==> src/rtl/module_tx_uart_pkg.sv <==
// Shared UART types: TX state encoding and the software-visible data register layout.
package pkg_UART;

    localparam int UART_DATA_BITS = 8;

    typedef struct packed {
        logic [23:0]               zero;
        logic [UART_DATA_BITS-1:0] data;
    } data_UART_r;

    typedef enum logic [2:0] {
        TX_IDLE,
        TX_START,
        TX_DATA,
        TX_PARITY,
        TX_STOP
    } tx_state_e;

endpackage

==> src/rtl/module_tx_uart_baud.sv <==
// Bit-period counter: tick_o marks the last cycle of each bit; clr_i restarts the period.
module module_baud_tick_uart #(
    parameter int CLKS_PER_BIT = 4
) (
    input  logic clk_i,
    input  logic rst_i,
    input  logic clr_i,
    output logic tick_o
);

    localparam int CNT_W = (CLKS_PER_BIT > 2) ? $clog2(CLKS_PER_BIT) : 1;
    localparam logic [CNT_W-1:0] CNT_MAX = CNT_W'(CLKS_PER_BIT - 1);

    logic [CNT_W-1:0] cnt_q;
    logic [CNT_W-1:0] cnt_d;

    always_comb begin
        cnt_d = cnt_q + 1'b1;
        if (clr_i || cnt_q == CNT_MAX) begin
            cnt_d = '0;
        end
    end

    always_ff @(posedge clk_i) begin
        if (rst_i) begin
            cnt_q <= '0;
        end else begin
            cnt_q <= cnt_d;
        end
    end

    assign tick_o = (cnt_q == CNT_MAX);

endmodule

==> src/rtl/module_tx_uart.sv <==
// UART transmit engine, 8N1 LSB first. Define UART_TX_PARITY_EN to insert an even parity bit.
module module_tx_uart
    import pkg_UART::*;
#(
    parameter int CLK_FREQ_HZ = 10_000_000,
    parameter int BAUD_RATE   = 9_600
) (
    input  logic       clk_i,
    input  logic       rst_i,
    input  logic       send_i,
    input  data_UART_r data_i,
    output logic       tx_o,
    output logic       busy_o,
    output logic       done_o
);

    localparam int CLKS_PER_BIT = CLK_FREQ_HZ / BAUD_RATE;

    if (CLKS_PER_BIT < 2) begin : g_bad_cfg
        $error("module_tx_uart: CLKS_PER_BIT must be >= 2");
    end

    tx_state_e                 state_q, state_d;
    logic [UART_DATA_BITS-1:0] shift_q, shift_d;
    logic [2:0]                bit_cnt_q, bit_cnt_d;
    logic                      tx_q, tx_d;
    logic                      busy_q, busy_d;
    logic                      done_q, done_d;
    logic                      accept;
    logic                      tick;
    logic                      unused_zero;

`ifdef UART_TX_PARITY_EN
    logic                      par_q, par_d;
`endif

    assign unused_zero = ^data_i.zero;
    assign accept      = (state_q == TX_IDLE) && send_i;

    module_baud_tick_uart #(
        .CLKS_PER_BIT(CLKS_PER_BIT)
    ) u_baud (
        .clk_i (clk_i),
        .rst_i (rst_i),
        .clr_i (accept),
        .tick_o(tick)
    );

    // tx_d is the line level for the state being entered, so tx_o stays a pure flop output
    always_comb begin
        state_d   = state_q;
        shift_d   = shift_q;
        bit_cnt_d = bit_cnt_q;
        tx_d      = tx_q;
        busy_d    = busy_q;
        done_d    = 1'b0;
`ifdef UART_TX_PARITY_EN
        par_d     = par_q;
`endif
        case (state_q)
            TX_IDLE: begin
                tx_d   = 1'b1;
                busy_d = 1'b0;
                if (send_i) begin
                    shift_d   = data_i.data;
                    bit_cnt_d = '0;
                    tx_d      = 1'b0;
                    busy_d    = 1'b1;
                    state_d   = TX_START;
`ifdef UART_TX_PARITY_EN
                    par_d     = ^data_i.data;
`endif
                end
            end
            TX_START: begin
                if (tick) begin
                    tx_d    = shift_q[0];
                    state_d = TX_DATA;
                end
            end
            TX_DATA: begin
                if (tick) begin
                    shift_d   = shift_q >> 1;
                    bit_cnt_d = bit_cnt_q + 3'd1;
                    if (bit_cnt_q == 3'(UART_DATA_BITS - 1)) begin
`ifdef UART_TX_PARITY_EN
                        tx_d    = par_q;
                        state_d = TX_PARITY;
`else
                        tx_d    = 1'b1;
                        state_d = TX_STOP;
`endif
                    end else begin
                        tx_d = shift_q[1];
                    end
                end
            end
`ifdef UART_TX_PARITY_EN
            TX_PARITY: begin
                if (tick) begin
                    tx_d    = 1'b1;
                    state_d = TX_STOP;
                end
            end
`endif
            TX_STOP: begin
                if (tick) begin
                    tx_d    = 1'b1;
                    busy_d  = 1'b0;
                    done_d  = 1'b1;
                    state_d = TX_IDLE;
                end
            end
            default: begin
                tx_d    = 1'b1;
                busy_d  = 1'b0;
                state_d = TX_IDLE;
            end
        endcase
    end

    always_ff @(posedge clk_i) begin
        if (rst_i) begin
            state_q   <= TX_IDLE;
            shift_q   <= '0;
            bit_cnt_q <= '0;
            tx_q      <= 1'b1;
            busy_q    <= 1'b0;
            done_q    <= 1'b0;
`ifdef UART_TX_PARITY_EN
            par_q     <= 1'b0;
`endif
        end else begin
            state_q   <= state_d;
            shift_q   <= shift_d;
            bit_cnt_q <= bit_cnt_d;
            tx_q      <= tx_d;
            busy_q    <= busy_d;
            done_q    <= done_d;
`ifdef UART_TX_PARITY_EN
            par_q     <= par_d;
`endif
        end
    end

    assign tx_o   = tx_q;
    assign busy_o = busy_q;
    assign done_o = done_q;

endmodule

==> config.mk <==
export PLATFORM = sky130hd
export DESIGN_NAME = module_tx_uart
export DESIGN_NICKNAME = d
export VERILOG_FILES = /design/src/rtl/module_tx_uart_pkg.sv /design/src/rtl/module_tx_uart_baud.sv /design/src/rtl/module_tx_uart.sv
export SDC_FILE = /design/constraint.sdc
export NUM_CORES = 1
export LEC_CHECK = 0
export ABC_AREA = 0
export CAP_MARGIN = 20
export CORE_ASPECT_RATIO = 0.8
export CORE_MARGIN = 5
export CORE_UTILIZATION = 45
export CTS_BUF_LIST = sky130_fd_sc_hd__clkbuf_4 sky130_fd_sc_hd__clkbuf_8
export CTS_CLUSTER_DIAMETER = 100
export CTS_CLUSTER_SIZE = 24
export DETAILED_ROUTE_END_ITERATION = 12
export PLACE_DENSITY = 0.75
export SETUP_SLACK_MARGIN = 0.15
export SYNTH_ARGS = -nofsm -noshare
export SYNTH_HDL_FRONTEND = slang
export SYNTH_SLANG_ARGS = --single-unit
==> constraint.sdc <==
create_clock -name clk_i -period 2.35 [get_ports clk_i]
set_clock_uncertainty 0.15 [all_clocks]
set_input_delay 0.235 -clock clk_i [delete_from_list [all_inputs] [get_ports clk_i]]
set_output_delay 0.235 -clock clk_i [all_outputs]
set_load 0.01 [all_outputs]
==> results of run 1 <==
final timing paths:
check | end | slack (ns) | cells past startpoint
worst max-delay path | u_baud.cnt_q[5] | 0.31 | 6
worst min-delay path | shift_q[7] | 0.32 | 2
worst min register to register | shift_q[7] | 0.32 | 2
worst max register to register | u_baud.cnt_q[5] | 0.31 | 6
cell usage after synthesis, drive strengths merged:
| cell | instances |
|---|---|
| a311oi | 1 |
| or2 | 2 |
| buf | 5 |
| dfxtp | 28 |
| and3 | 1 |
| a31oi | 1 |
| o21ai | 3 |
| nor3 | 3 |
| a211oi | 1 |
| nor2b | 1 |
| inv | 4 |
| nand3b | 1 |
| nand2 | 6 |
| xor2 | 6 |
| a21oi | 6 |
| ha | 4 |
| a211o | 1 |
| nor4b | 4 |
| nor3b | 1 |
| nand4 | 4 |
| a21boi | 1 |
| nor2 | 17 |
| and4 | 2 |
| clkbuf | 5 |
| xnor2 | 4 |
| nand4b | 9 |
| nand3 | 13 |
| o31ai | 7 |
| or3 | 1 |
| o211ai | 1 |
| mux2i | 8 |
power breakdown:
part / switching [mW] / internal [mW] / leakage (nW)
clock network: 0.150 / 0.150 / 0.0288
logic: 0.0425 / 0.0482 / 0.296
registers: 0.0166 / 0.491 / 0.228
area by class of cell:
class                           instances  area [sq um]  share of cell area, %
Timing Repair Buffer                   18         167.7                  10.41
Sequential cell                        28         560.5                  34.81
Multi-Input combinational cell        109         762.0                  47.32
Tap cell                               40         50.05                  3.108
Inverter                                4         15.01                 0.9324
Clock buffer                            4         55.05                  3.419
cell families (layout without fill, tap and decap cells):
logic type	count (synthesis)	in the layout	share of synthesized area [%]
adder cells (fa/ha/maj)	4	4	3.597
AO/OA/AOI/OAI	22	22	10.70
multiplexers	8	8	5.756
AND/OR/NAND/NOR	65	65	28.06
buffers and inverters	14	26	5.306
XOR/XNOR	10	10	6.295
flip-flops	28	28	40.29
registers in the layout (all words and copies together) (netlist names):
signal and flops:
u_baud.cnt_q 11, shift_q 8, done_o 1, tx_o 1, busy_o 1, bit_cnt_q 3, state_q 3
stage by stage:
step / area, sq um / hold WS, ns / utilization, % / setup WS [ns] / power, mW
global placement: 1555 / 0.3039 / 51.15 / 0.4131 / 0.6045
floorplan: 1391 / 0.2255 / - / 0.5480 / 0.5702
finish: 1610 / 0.3178 / 52.96 / 0.3063 / 0.8987
detailed placement: 1555 / 0.3117 / 51.15 / 0.3569 / 0.6092
global route: 1610 / 0.3482 / 52.96 / 0.2363 / 0.9358
CTS: 1610 / 0.3251 / 52.96 / 0.3243 / 0.9042
worst reg2reg max path, stage by stage, from the launching register on:
cell and delay [ns]:
sky130_fd_sc_hd__dfxtp_1 0.45, sky130_fd_sc_hd__inv_1 0.08, sky130_fd_sc_hd__ha_1 0.19, sky130_fd_sc_hd__nor4b_2 0.17, sky130_fd_sc_hd__and3_1 0.27, sky130_fd_sc_hd__or3_1 0.50, sky130_fd_sc_hd__nor2_1 0.17
layer usage:
metal  part of all wire [%]  vias to the layer above  GRT usage (%)
met5                      0                        -              0
met4                    1.3                        0          5.094
met3                    3.4                        4          3.529
met2                     49                       22          24.64
met1                     46                      551          17.49
li1                       -                      569              -
==> flow_metrics.tcl, run 1 <==
set metrics [dict create \
    run_status "complete, no violations" \
    power_per_cell_area_nw_per_um2 558.1 \
    cp-end-kind "register" \
    htree_levels 1 \
    critical_path.n_buffers_inverters 1 \
    dr.pass1.iters 4 \
    starting_density_pct 45.76 \
    grt-ovfl-total 0 \
    grt_start_max_net_pins 26 \
    antenna-diode-count 0 \
    layout.cells.most_common "sky130_fd_sc_hd__dfxtp_1" \
    drt_drc_violations_left 0 \
    clk_path_buf_depth 2 \
    cellLeakagePower_nw 0.5529 \
    report.final.hold_viol_count 0 \
    fillcell_total 284 \
    postSynthCellCount 151 \
    synth_top_area_share_pct 40.29 \
    netlist_area_before_placement_sq_um 1391 \
    worst_ep_required_time_ns 2.41 \
    worst_skew_pair.late_latency_ns 0.28 \
    syn_avg_cell_area_sq_um 9.214 \
    worst_path_dominant_cell_family "simple AND/OR/NAND/NOR gates" \
    max_slew.worst_pin.slew_ns 0.5022 \
    place.gp.congestion 0.7784 \
    cts_inserted_buffers 3 \
    grt_pass1_wl_um 4912 \
    setup.worst_path.class "reg2reg" \
    worst-path-max-fanout 10 \
    cts.hold.buffers_added 0 \
    post-cts-setup-buffers 0 \
    timing.fmax_ghz 0.4893 \
    worst_setup_hold_path_clk_slew_ns 0.10 \
    fraction_of_final_layout_cells_sized_beyond_drive_strength_1_pct 11.66 \
    cts_root_buffer "sky130_fd_sc_hd__clkbuf_8" \
    placeableCoreArea_sq_um 3040 \
    drt_first_iter_violations 101 \
    hold_path.class "reg2reg" \
    cts.sink_count 28 \
    buffer_ports.inserted 13 \
    ant_nets 0 \
    post_layout_nonfiller_instances 203 \
    globalRouteTotalUtil_pct 14.33 \
    critical_path_arrival_ns 2.10 \
    cell_type_of_the_slowest_stage_on_the_worst_timing_path "sky130_fd_sc_hd__or3_1" \
    synth_cell_type_count 35 \
    grt_setup_unrepaired "false" \
    detail_route.vias_per_cell 5.645 \
    grt_antenna_before_repair 0 \
    seq_area_frac_synth_pct 40.29 \
    dp.cells 199 \
    timing.slew.headroom_pct 66.42 \
    postSynthRegisterBits 28 \
    finish.net_count 203 \
    worst_setup_sp_type "register" \
    timing.max_cap.violations 0 \
    postSynthNetCount 190 \
    io_pins 38 \
    cp_cell_sequence "inv_1, ha_1, nor4b_2, and3_1, or3_1, nor2_1" \
    setup-tns-final_ns 0 \
    timing.rr.start "u_baud.cnt_q[0]" \
    maxSlewViolCount 0 \
    min_period_over_period_pct 86.97 \
    leading_cell_types_in_the_layout_fill_and_taps_excluded "sky130_fd_sc_hd__dfxtp_1 (28), sky130_fd_sc_hd__nor2_1 (17), sky130_fd_sc_hd__nand3_1 (13), sky130_fd_sc_hd__clkdlybuf4s50_1 (13), sky130_fd_sc_hd__nand4b_1 (9)" \
    max_stage_delay_ns 0.50 \
    tritoncts "done" \
    layout_area_growth_over_synthesis_pct 15.74 \
    setup.worst_path.start "u_baud.cnt_q[0]" \
    period_needed_ns 2.044 \
    floorplan.die.height_um 59.74 \
    cts_resized 0 \
    route.vias.total 1146 \
    setup_viol 0 \
    wl_per_cell_um 13.67 \
    dp.final_hpwl_um 1991 \
    die_w_um 72.17 \
    die_area_sq_um 4311 \
    std_cell_rows 18 \
    number_of_global_route_vias_before_repair 1144 \
    wirelength_um 2776 \
    synth.area.top_cells "sky130_fd_sc_hd__dfxtp_1 (40%), sky130_fd_sc_hd__mux2i_1 (5.8%), sky130_fd_sc_hd__nand4b_1 (5.7%)" \
    synth_largest_area_cell "sky130_fd_sc_hd__dfxtp_1" \
    synth-warning-count 0 \
    hold_path_startpoint "shift_q[7]" \
    irDropWorstVdd_uv 333.8 \
]
(Power assumes the default switching activity.)
==> run 2: changes to the inputs <==
- PLACE_DENSITY: 0.75 -> 0.79
==> flow_metrics.tcl, run 2 (synthesis results as in run 1) <==
set metrics [dict create \
    irDropWorstVdd_uv 278.6 \
    cts_root_buffer "sky130_fd_sc_hd__clkbuf_8" \
    io_pins 38 \
    p_sw_uw 194.7 \
    finish.net_count 202 \
    grt_start_max_net_pins 20 \
    std_cell_rows 18 \
    fraction_of_final_layout_cells_sized_beyond_drive_strength_1_pct 10.56 \
    layout.cells.most_common "sky130_fd_sc_hd__dfxtp_1" \
    final_critical_path_setup_slack_ns 0.3503 \
    detail_route.vias_per_cell 5.677 \
    pre_cts_slack_ns 0.3804 \
    cts_inserted_buffers 3 \
    worst-path-max-fanout 10 \
    worst_setup_hold_path_clk_slew_ns 0.09 \
    seq_cell_area_sq_um 560.5 \
    power.internal_uw 654.2 \
    clk_path_buf_depth 2 \
    route.vias.total 1141 \
    starting_density_pct 45.76 \
    min_period_over_period_pct 85.09 \
    dr.pass1.iters 4 \
    power_per_cell_area_nw_per_um2 534.2 \
    switching_share_pct 22.94 \
    setup.worst_path.class "reg2reg" \
    worst_setup_sp_type "register" \
    drt_first_iter_violations 34 \
    wirelength_um 2623 \
    cts.hold.buffers_added 0 \
    grt-ovfl-total 0 \
    setup-tns-final_ns 0 \
    max_flop_register "u_baud.cnt_q" \
    antenna-diode-count 0 \
    timing.max_cap.violations 0 \
    placeableCoreArea_sq_um 3040 \
    timing.fmax_ghz 0.5001 \
    cts.sink_count 28 \
    number_of_flip_flops_under_the_largest_register_name 11 \
    tritoncts "done" \
    globalRouteTotalUtil_pct 14.06 \
    final_core_utilization_pct 52.26 \
    grt_setup_unrepaired "false" \
    leading_cell_types_in_the_layout_fill_and_taps_excluded "sky130_fd_sc_hd__dfxtp_1 (28), sky130_fd_sc_hd__nor2_1 (17), sky130_fd_sc_hd__nand3_1 (13), sky130_fd_sc_hd__clkdlybuf4s50_1 (13), sky130_fd_sc_hd__nand4b_1 (9)" \
    number_of_global_route_vias_before_repair 1131 \
    hold_path.class "reg2reg" \
    wl_per_cell_um 13.05 \
    timing.reg2reg.setup_slack_ns 0.35 \
    ant_nets 0 \
    period_needed_ns 2.000 \
    buffer_ports.inserted 13 \
    die_w_um 72.17 \
    run_status "complete, no violations" \
    biggestRegsByFlops "u_baud.cnt_q: 11 flops, shift_q: 8 flops" \
    cts_resized 0 \
    cp-end-kind "register" \
    grt_antenna_before_repair 0 \
    grt_pass1_wl_um 4781 \
    max_slew.worst_pin.slew_ns 0.4785 \
    multi_input_comb_area_sq_um 762.0 \
    htree_levels 1 \
    pwr-share-seq_pct 59.8 \
    setup_viol 0 \
    pwr-share-comb_pct 10.4 \
    timing.slew.headroom_pct 67.96 \
    die_area_sq_um 4311 \
    place.gp.congestion 0.8121 \
    maxSlewViolCount 0 \
    report.final.hold_viol_count 0 \
    power.share.clock_pct 29.8 \
    fillcell_total 275 \
    floorplan.die.height_um 59.74 \
    worst_ep_required_time_ns 2.41 \
    layout_area_growth_over_synthesis_pct 14.21 \
    worst_skew_pair.late_latency_ns 0.27 \
    cellLeakagePower_nw 0.5402 \
    drt_drc_violations_left 0 \
    post-cts-setup-buffers 0 \
    dp.final_hpwl_um 1955 \
    critical_path_arrival_ns 2.06 \
]
-- run 2: layout make-up --
cell class              count  share of cell area (%)
clock buffers               3                   2.598
inverters                   4                  0.9449
multi-input cells         109                   47.95
flip-flops and latches     28                   35.28
well taps                  40                   3.150
repair buffers             17                   10.08
-- run 2: worst paths after layout --
| kind | end | from | depth (start not counted) |
|---|---|---|---|
| max reg2reg | u_baud.cnt_q[6] | u_baud.cnt_q[0] | 6 |
| min reg2reg | shift_q[7] | shift_q[7] | 2 |
| min | shift_q[7] | shift_q[7] | 2 |
| max | u_baud.cnt_q[6] | u_baud.cnt_q[0] | 6 |
-- run 2: metal layers --
| metal | share of wire (%) | global-route usage, % | vias up |
|---|---|---|---|
| li1 | - | - | 567 |
| met1 | 45 | 15.58 | 548 |
| met2 | 49 | 24.51 | 21 |
| met3 | 3.8 | 3.361 | 5 |
| met4 | 2.0 | 8.579 | 0 |
| met5 | 0 | 0 | - |
-- run 2: power by group through the flow --
stage               logic, mW  clock network (mW)  registers, mW
global route           0.0990               0.281          0.510
global placement       0.0869                   0          0.517
CTS                    0.0900               0.267          0.507
floorplan              0.0569                   0          0.513
detailed placement     0.0893                   0          0.518
finish                 0.0885               0.253          0.507
-- run 2: worst max-delay path: stages, from the launching register on --
cell and delay (ns):
sky130_fd_sc_hd__dfxtp_1 0.44, sky130_fd_sc_hd__inv_1 0.07, sky130_fd_sc_hd__ha_1 0.20, sky130_fd_sc_hd__nor4b_2 0.17
sky130_fd_sc_hd__and3_1 0.27, sky130_fd_sc_hd__or3_1 0.49, sky130_fd_sc_hd__nor2_1 0.15
-- run 2: metrics by stage --
step	power (mW)	cell area, sq um	hold WS, ns	instances
floorplan	0.5702	1391	0.2255	151
global placement	0.6039	1548	0.3031	198
detailed placement	0.6077	1548	0.3154	198
CTS	0.8644	1589	0.3269	201
global route	0.8895	1589	0.3558	201
finish	0.8489	1589	0.3232	201
==> run 3: changes to the inputs <==
- CORE_ASPECT_RATIO: 0.8 -> 2
==> flow_metrics.tcl, run 3 (synthesis results as in run 1) <==
set metrics [dict create \
    run_status "complete, no violations" \
    maxSlewViolCount 0 \
    irDropWorstVdd_uv 477.8 \
    worst_setup_sp_type "register" \
    period_needed_ns 2.000 \
    wl_per_cell_um 15.15 \
    fraction_of_final_layout_cells_sized_beyond_drive_strength_1_pct 11.73 \
    detail_route.vias_per_cell 6.089 \
    cts_resized 0 \
    fillcell_total 264 \
    cts_inserted_buffers 3 \
    starting_density_pct 46.72 \
    tritoncts "done" \
    drt_drc_violations_left 0 \
    timing.max_cap.violations 0 \
    whs_path_depth 2 \
    max_slew.worst_pin.slew_ns 0.4509 \
    report.final.hold_viol_count 0 \
    number_of_flip_flops_under_the_largest_register_name 11 \
    grt_setup_unrepaired "false" \
    drt_first_iter_violations 14 \
    post_route_cell_area_sq_um 1595 \
    clk_path_buf_depth 2 \
    die_area_sq_um 4371 \
    timing.fmax_ghz 0.5000 \
    buffer_ports.inserted 13 \
    min_period_over_period_pct 85.10 \
    place.gp.congestion 0.8861 \
    antenna-diode-count 0 \
    grt_start_max_net_pins 21 \
    worst-path-max-fanout 8 \
    cp-end-kind "register" \
    std_cell_rows 28 \
    leading_cell_types_in_the_layout_fill_and_taps_excluded "sky130_fd_sc_hd__dfxtp_1 (28), sky130_fd_sc_hd__nor2_1 (17), sky130_fd_sc_hd__nand3_1 (13), sky130_fd_sc_hd__clkdlybuf4s50_1 (13), sky130_fd_sc_hd__nand4b_1 (9)" \
    cts.hold.buffers_added 0 \
    worstRegToRegCells 6 \
    wirelength_um 2908 \
    floorplan.die.height_um 88.64 \
    cts.sink_count 28 \
    seq_cell_area_sq_um 560.5 \
    route.vias.total 1169 \
    worst_hold_path.endpoint "shift_q[7]" \
    hold_path.class "reg2reg" \
    post-cts-setup-buffers 0 \
    cts_root_buffer "sky130_fd_sc_hd__clkbuf_8" \
    multi_input_comb_area_sq_um 767.0 \
    timing.reg2reg.setup_slack_ns 0.35 \
    biggestRegsByFlops "u_baud.cnt_q: 11 flops, shift_q: 8 flops" \
    htree_levels 1 \
    grt_pass1_wl_um 5299 \
    cellLeakagePower_nw 0.5480 \
    worst_ep_required_time_ns 2.39 \
    globalRouteTotalUtil_pct 14.97 \
    final_core_utilization_pct 53.57 \
    die_w_um 49.32 \
    worst_skew_pair.late_latency_ns 0.28 \
    postPlaceCellArea_sq_um 1535 \
    grt_antenna_before_repair 0 \
    max_flop_register "u_baud.cnt_q" \
    setup.worst_path.class "reg2reg" \
    hold_path_startpoint "shift_q[7]" \
    worst_setup_hold_path_clk_slew_ns 0.10 \
    timing.rr.start "u_baud.cnt_q[0]" \
    dr.pass1.iters 4 \
    finish.net_count 202 \
    placeableCoreArea_sq_um 2978 \
    setup-tns-final_ns 0 \
    layout_area_growth_over_synthesis_pct 14.66 \
    ant_nets 0 \
    setup_viol 0 \
    layout.cells.most_common "sky130_fd_sc_hd__dfxtp_1" \
    r2r_path_end "shift_q[6]" \
    io_pins 38 \
    grt-ovfl-total 0 \
    timing.slew.headroom_pct 69.90 \
    dp.final_hpwl_um 2227 \
    critical_path_arrival_ns 2.04 \
    number_of_global_route_vias_before_repair 1212 \
    power_per_cell_area_nw_per_um2 563.0 \
    finalPower_uw 898.1 \
]
==> run 3: cell types whose count changed in the layout (fill, tap and decap cells not counted), sizes merged <==
cell | before | now
clkbuf | 3 | 4
==> run 3: layer usage <==
metal | up-vias | part of all wire [%] | GRT usage, %
li1 | 567 | - | -
met1 | 568 | 35 | 14.75
met2 | 28 | 59 | 29.14
met3 | 6 | 4.2 | 3.204
met4 | 0 | 1.5 | 6.127
met5 | - | 0 | 0
==> run 3: worst max path at each step <==
| stage | from | slack (ns) | cells after the start | endpoint |
|---|---|---|---|---|
| after global placement | u_baud.cnt_q[0] | 0.41 | 6 | u_baud.cnt_q[2] |
| after detailed placement | u_baud.cnt_q[0] | 0.32 | 6 | u_baud.cnt_q[2] |
| after global routing | u_baud.cnt_q[0] | 0.18 | 6 | shift_q[6] |
| after CTS | u_baud.cnt_q[0] | 0.30 | 6 | u_baud.cnt_q[10] |
| after floorplan | u_baud.cnt_q[0] | 0.55 | 8 | u_baud.cnt_q[10] |
| final | u_baud.cnt_q[0] | 0.35 | 6 | shift_q[6] |
==> run 3: cell type report <==
cell class,count,area share (%)
multi-input cells,109,48.08
clock buffers,4,3.451
inverters,4,0.9412
flip-flops and latches,28,35.14
well taps,30,2.353
repair buffers,17,10.04
==> run 3: where the power goes <==
group / internal (mW) / total, mW / switching, mW
combinational: 0.0494 / 0.0923 / 0.0429
clock: 0.150 / 0.299 / 0.149
sequential: 0.491 / 0.507 / 0.0160
==> run 3: per-stage QoR <==
step / hold slack [ns] / instances / setup slack (ns)
after floorplan: 0.2255 / 151 / 0.5480
after global placement: 0.3016 / 188 / 0.4076
after detailed placement: 0.3201 / 188 / 0.3174
after CTS: 0.3337 / 192 / 0.2962
after global routing: 0.3516 / 192 / 0.1841
final: 0.3269 / 192 / 0.3502
==> run 3: worst max-delay path, cell delays in order, from the launching register on <==
cell	delay, ns
sky130_fd_sc_hd__dfxtp_1	0.37
sky130_fd_sc_hd__inv_1	0.07
sky130_fd_sc_hd__ha_1	0.15
sky130_fd_sc_hd__nor4b_2	0.31
sky130_fd_sc_hd__and3_1	0.43
sky130_fd_sc_hd__a21oi_2	0.18
sky130_fd_sc_hd__o31ai_1	0.26
